--- src/rtl/dtcore32_pkg.sv ---
// Shared types for the dtcore32 pipeline controller: forwarding selects and
// data-memory wait states.
package dtcore32_pkg;

  typedef enum logic [1:0] {
    FWD_RF  = 2'b00,
    FWD_WB  = 2'b01,
    FWD_MEM = 2'b10
  } fwd_sel_e;

  typedef enum logic [1:0] {
    IDLE  = 2'b00,
    WAIT  = 2'b01,
    DRAIN = 2'b10
  } dmem_state_e;

  // The MEM result is younger than WB, so it wins when both match.
  function automatic fwd_sel_e fwd_select(input logic mem_hit, input logic wb_hit);
    if (mem_hit) return FWD_MEM;
    if (wb_hit)  return FWD_WB;
    return FWD_RF;
  endfunction

endpackage

--- src/rtl/dtcore32_dmem_wait_fsm.sv ---
// Variable-latency data-memory wait FSM with timeout and drain of a response
// orphaned by a trap. mem_stall_o is raw; the caller applies the WB-trap override.
module dtcore32_dmem_wait_fsm
  import dtcore32_pkg::*;
#(
  parameter int DMEM_TIMEOUT = 255
) (
  input  logic clk_i,
  input  logic rst_i,
  input  logic req_i,
  input  logic rvalid_i,
  input  logic wb_trap_i,
  output logic mem_stall_o,
  output logic dmem_fault_o
);

  localparam int TO_W = (DMEM_TIMEOUT > 1) ? $clog2(DMEM_TIMEOUT) : 1;
  localparam logic [TO_W-1:0] TO_LAST = TO_W'((DMEM_TIMEOUT > 0) ? DMEM_TIMEOUT - 1 : 0);

  dmem_state_e       r_state;
  dmem_state_e       w_next;
  logic [TO_W-1:0]   r_to_cnt;
  logic              w_timeout;

  assign w_timeout = (DMEM_TIMEOUT != 0) && (r_to_cnt == TO_LAST);

  always_ff @(posedge clk_i) begin
    if (rst_i) begin
      r_state  <= IDLE;
      r_to_cnt <= '0;
    end else begin
      r_state  <= w_next;
      // Held at zero outside WAIT, so it is already clear on entry.
      r_to_cnt <= (r_state == WAIT) ? r_to_cnt + TO_W'(1) : '0;
    end
  end

  always_comb begin
    w_next       = r_state;
    mem_stall_o  = 1'b0;
    dmem_fault_o = 1'b0;
    case (r_state)
      IDLE: begin
        mem_stall_o = req_i;
        if (req_i && !wb_trap_i) w_next = IDLE == IDLE ? WAIT : IDLE;
      end
      WAIT: begin
        mem_stall_o = !rvalid_i;
        if (rvalid_i) begin
          w_next = IDLE;
        end else if (wb_trap_i) begin
          w_next = DRAIN;
        end else if (w_timeout) begin
          w_next       = IDLE;
          dmem_fault_o = 1'b1;
        end
      end
      DRAIN: begin
        // The response still in flight belongs to a squashed access; hold any
        // new request until it has been swallowed.
        mem_stall_o = req_i;
        if (rvalid_i) w_next = IDLE;
      end
      default: w_next = IDLE;
    endcase
  end

endmodule

--- src/rtl/dtcore32_pipe_ctrl.sv ---
// dtcore32 hazard/forwarding controller: forwarding selects, load-use and
// data-memory stalls, per-stage flushes. Optional stall counters: DTCORE32_STALL_CNT_EN.
module dtcore32_pipe_ctrl
  import dtcore32_pkg::*;
#(
  parameter int REG_ADDR_W   = 5,
  parameter int DMEM_TIMEOUT = 255,
  parameter int CNT_W        = 32
) (
  input  logic                  clk_i,
  input  logic                  rst_i,
  input  logic [REG_ADDR_W-1:0] ID_rs1_addr_i,
  input  logic [REG_ADDR_W-1:0] ID_rs2_addr_i,
  input  logic [REG_ADDR_W-1:0] EX_rs1_addr_i,
  input  logic [REG_ADDR_W-1:0] EX_rs2_addr_i,
  input  logic [REG_ADDR_W-1:0] EX_rd_addr_i,
  input  logic [REG_ADDR_W-1:0] MEM_rd_addr_i,
  input  logic [REG_ADDR_W-1:0] WB_rd_addr_i,
  input  logic                  MEM_reg_wr_en_i,
  input  logic                  WB_reg_wr_en_i,
  input  logic                  EX_load_i,
  input  logic                  MEM_dmem_req_i,
  input  logic                  dmem_rvalid_i,
  input  logic                  EX_pc_src_i,
  input  logic                  ID_trap_valid_i,
  input  logic                  EX_trap_valid_i,
  input  logic                  MEM_trap_valid_i,
  input  logic                  WB_trap_valid_i,
  output logic [1:0]            EX_forward_a_o,
  output logic [1:0]            EX_forward_b_o,
  output logic                  ID_forward_a_o,
  output logic                  ID_forward_b_o,
  output logic                  IF_stall_o,
  output logic                  ID_stall_o,
  output logic                  EX_stall_o,
  output logic                  MEM_stall_o,
  output logic                  ID_flush_o,
  output logic                  EX_flush_o,
  output logic                  MEM_flush_o,
  output logic                  WB_flush_o,
  output logic                  dmem_fault_o,
  output logic [CNT_W-1:0]      stall_cnt_lu_o,
  output logic [CNT_W-1:0]      stall_cnt_mem_o
);

  logic w_load_use;
  logic w_mem_stall_raw;
  logic w_mem_stall;
  logic w_fault;
  logic w_wb_trap;
  logic w_redirect;

  assign w_wb_trap = WB_trap_valid_i;

  assign EX_forward_a_o = fwd_select(
      (EX_rs1_addr_i != '0) && MEM_reg_wr_en_i && (EX_rs1_addr_i == MEM_rd_addr_i),
      (EX_rs1_addr_i != '0) && WB_reg_wr_en_i  && (EX_rs1_addr_i == WB_rd_addr_i));
  assign EX_forward_b_o = fwd_select(
      (EX_rs2_addr_i != '0) && MEM_reg_wr_en_i && (EX_rs2_addr_i == MEM_rd_addr_i),
      (EX_rs2_addr_i != '0) && WB_reg_wr_en_i  && (EX_rs2_addr_i == WB_rd_addr_i));

  assign ID_forward_a_o = (ID_rs1_addr_i != '0) && WB_reg_wr_en_i && (ID_rs1_addr_i == WB_rd_addr_i);
  assign ID_forward_b_o = (ID_rs2_addr_i != '0) && WB_reg_wr_en_i && (ID_rs2_addr_i == WB_rd_addr_i);

  // A taken branch in EX squashes the dependent instruction anyway.
  assign w_load_use = EX_load_i && (EX_rd_addr_i != '0) && !EX_pc_src_i &&
                      ((ID_rs1_addr_i == EX_rd_addr_i) || (ID_rs2_addr_i == EX_rd_addr_i));

  dtcore32_dmem_wait_fsm #(
    .DMEM_TIMEOUT (DMEM_TIMEOUT)
  ) u_dmem_wait (
    .clk_i        (clk_i),
    .rst_i        (rst_i),
    .req_i        (MEM_dmem_req_i),
    .rvalid_i     (dmem_rvalid_i),
    .wb_trap_i    (w_wb_trap),
    .mem_stall_o  (w_mem_stall_raw),
    .dmem_fault_o (w_fault)
  );

  assign w_mem_stall  = w_mem_stall_raw && !w_wb_trap;
  assign dmem_fault_o = w_fault;

  assign IF_stall_o  = (w_load_use || w_mem_stall) && !w_wb_trap;
  assign ID_stall_o  = IF_stall_o;
  assign EX_stall_o  = w_mem_stall;
  assign MEM_stall_o = w_mem_stall;

  assign w_redirect  = MEM_trap_valid_i || EX_trap_valid_i || EX_pc_src_i || w_fault;

  assign WB_flush_o  = w_wb_trap;
  assign MEM_flush_o = w_wb_trap || (MEM_trap_valid_i && !w_mem_stall) || w_fault;
  assign EX_flush_o  = w_wb_trap || ((w_redirect || w_load_use) && !w_mem_stall);
  assign ID_flush_o  = w_wb_trap ||
                       ((w_redirect || (ID_trap_valid_i && !w_load_use)) && !w_mem_stall);

`ifdef DTCORE32_STALL_CNT_EN
  logic [CNT_W-1:0] r_cnt_lu;
  logic [CNT_W-1:0] r_cnt_mem;

  always_ff @(posedge clk_i) begin
    if (rst_i) begin
      r_cnt_lu  <= '0;
      r_cnt_mem <= '0;
    end else begin
      if (w_load_use && !w_wb_trap) r_cnt_lu  <= r_cnt_lu + CNT_W'(1);
      if (w_mem_stall)              r_cnt_mem <= r_cnt_mem + CNT_W'(1);
    end
  end

  assign stall_cnt_lu_o  = r_cnt_lu;
  assign stall_cnt_mem_o = r_cnt_mem;
`else
  assign stall_cnt_lu_o  = '0;
  assign stall_cnt_mem_o = '0;
`endif

endmodule

--- config.mk ---
export PLATFORM = sky130hd
export DESIGN_NAME = dtcore32_pipe_ctrl
export DESIGN_NICKNAME = d
export VERILOG_FILES = /design/src/rtl/dtcore32_pkg.sv /design/src/rtl/dtcore32_dmem_wait_fsm.sv /design/src/rtl/dtcore32_pipe_ctrl.sv
export SDC_FILE = /design/constraint.sdc
export NUM_CORES = 1
export LEC_CHECK = 0
export CORE_AREA = 2 2 77 65
export DETAILED_ROUTE_END_ITERATION = 8
export DIE_AREA = 0 0 79 67
export GPL_TIMING_DRIVEN = 0
export PLACE_DENSITY_LB_ADDON = 0.05
export SETUP_SLACK_MARGIN = 0.02
export SYNTH_ARGS = -nofsm -noshare
export SYNTH_HDL_FRONTEND = slang
export SYNTH_SLANG_ARGS = --single-unit
--- constraint.sdc ---
create_clock -name clk_i -period 5.35 [get_ports clk_i]
set_clock_uncertainty 0.2 [all_clocks]
set_input_delay 1.605 -clock clk_i [delete_from_list [all_inputs] [get_ports clk_i]]
set_output_delay 1.605 -clock clk_i [all_outputs]
set_load 0.01 [all_outputs]
==> metrics.cfg <==
[drt]
drc=0
drt_first_pass_iters=4
via_per_inst=3.80
vias=1476
routedWlPerCell_um=9.78
drt_iter0_markers=20
drt_wl_total_um=3800
drtAntennaViolNets=0

[cts]
clock_latency_ns=0.23
htreeDepth=1
hold_buffers=0
clock-sinks=10
cts_root_buf=clkbuf_8
cts_buffers=3
cts_buffer_depth=2
tritoncts=done
cts.clk_slew.worst_paths_ns=0.04

[synthesis]
synth_edf_count=0
yosys_warnings=0
synth.ff_latch_count=10
synth.distinct_cells=32
syn_inst=201
avgSynthCellArea_um2=7.84
synth_ff_type=dfxtp_1
synth_area_leaders=buf_4, dfxtp_1, xor2_1, xnor2_1, nor4_2
yosysTopAreaCell=buf_4
syn-cell-area_um2=1580
ys_async_sr_fraction=0
synth_common_cells=buf_4, xor2_1, xnor2_1
yosysMostFrequentCell=buf_4
synth_top_cell_area_share=0.319
ys_seq_area_frac=0.127

[global_route]
grt_pass1_vias=1356
grt_pass1_wl_um=5680
grt_usage=0.133
antenna_found_initial=0
overflow=0
grt_max_degree=10

[floorplan]
die_height_um=67
num_rows=22
num_io_pins=126
coreArea_um2=4460
die_w_um=79
die_area_um2=5290
initial_core_util=0.354

[sta]
timing.hold.ws_ns=0.275
fin_crit_sh=0.994
layout_setup_ws_ns=0.0307
timing.fmax_ghz=0.188
report.final.slew_viol_count=0
setup_viol=0
grt_setup_unrepaired=yes
min_period_ns=5.32
finalHoldViolations=0

[place]
dpl.hpwl_um=3450
post-place-ws_ns=-0.149
port_buffers=60
dp_cells=384
globalplace.congestion=0.735

[final_layout]
drive_above_1_share=0.265
diodes=0
fin_util=0.576
finalNetCount=379
stdcell_count=388
area_growth_pct=62.9

[setup_path]
end_kind=primary output
r2r_cells=3
required_ns=3.55
critPathLaunchType=input port
path_class=input port to primary output
path_max_fanout=3
r2r_setup_slack_ns=3.89
crit_arrival_ns=3.51

[outcome]
status=finished clean

[pwr]
pwr-share-comb=0.514
clock_power_share=0.242
leakage_nw=1.20
power_mw=0.313
p_sw_mw=0.0973
seqPwrFrac=0.244
ir_worst_vdd_mv=0.208
power.internal_mw=0.216
power_density_nw_per_um2=122
swShare=0.311

[min_path]
hold_depth=1
holdCritPathClass=flop to flop

[flow_run]
max_cap_viol_count=0

routing by layer:
layer,global-route usage,up-vias,wire (um)
li1,-,799,-
met3,0.0379,2,392
met1,0.154,597,1570
met5,0,-,0
met2,0.249,78,1820
met4,0.0194,0,13
registers in the layout, summed over array words and instances (netlist names):
signal / cells
u_dmem_wait.r_state: 2
u_dmem_wait.r_to_cnt: 8
power groups by stage:
stage          logic (mW)  registers [mW]  clock network, mW
2_1_floorplan      0.0961          0.0775                  0
3_3_place_gp        0.156          0.0777                  0
3_5_place_dp        0.157          0.0777                  0
4_1_cts             0.159          0.0763             0.0779
5_1_grt             0.175          0.0763             0.0823
6_report            0.161          0.0763             0.0758
cells by family (layout without fill, tap and decap cells):
group,count (synthesis),count (layout),share of synthesized area
buffers and inverters,71,135,0.329
and+or+nand+nor,59,59,0.225
xor gates and xnor gates,43,43,0.239
AOI/OAI and AO/OA,14,14,0.0563
DFF,10,10,0.127
adders and majority gates,2,2,0.0159
other,1,64,0.00238
muxes,1,1,0.00635
worst paths after layout:
check / from / to
min: u_dmem_wait.r_to_cnt[0]$_SDFF_PP0_ / u_dmem_wait.r_to_cnt[0]$_SDFF_PP0_
min reg2reg: u_dmem_wait.r_to_cnt[0]$_SDFF_PP0_ / u_dmem_wait.r_to_cnt[0]$_SDFF_PP0_
max reg2reg: u_dmem_wait.r_state[0]$_SDFFE_PP0P_ / u_dmem_wait.r_to_cnt[5]$_SDFF_PP0_
max: EX_rd_addr_i[1] / IF_stall_o
worst max-delay path, stage by stage:
cell and delay, ns:
clkdlybuf4s50_1 0.46, or4_1 0.55, o21ai_2 0.19, o31ai_2 0.10, buf_4 0.14, clkdlybuf4s50_1 0.46
area by class of cell:
type | count | area (um2)
Fill cell | 434 | 1890
Multi-Input combinational cell | 183 | 1120
Timing Repair Buffer | 61 | 611
Buffer | 69 | 510
Sequential cell | 10 | 200
Tap cell | 60 | 75.1
Clock buffer | 3 | 41.3
Inverter | 2 | 7.51
cell usage in the layout, fill, tap and decap left out, drive strengths merged, types with 6 or more instances in the layout:
| cell | netlist | layout |
|---|---|---|
| nor4 | 6 | 6 |
| conb | 1 | 64 |
| buf | 67 | 68 |
| clkdlybuf4s50 | 0 | 53 |
| dfxtp | 10 | 10 |
| nor2 | 14 | 14 |
| xor2 | 22 | 22 |
| nor3 | 9 | 9 |
| xnor2 | 21 | 21 |
| nand2 | 8 | 8 |
timing repair:
item                       4_1_cts  5_1_grt
pin swaps                        2        0
setup buffers                    0        1
cloned                           0        0
setup endpoints to repair        5        4
resized for setup               10        4
per-stage QoR:
stage / cell area, um2 / setup TNS (ns)
final: 2570 / 0
after global routing: 2570 / -0.0365
after CTS: 2550 / 0
after detailed placement: 2490 / -0.535
after global placement: 2490 / -0.482
after floorplan: 1810 / 0
(Power assumes the default switching activity.)
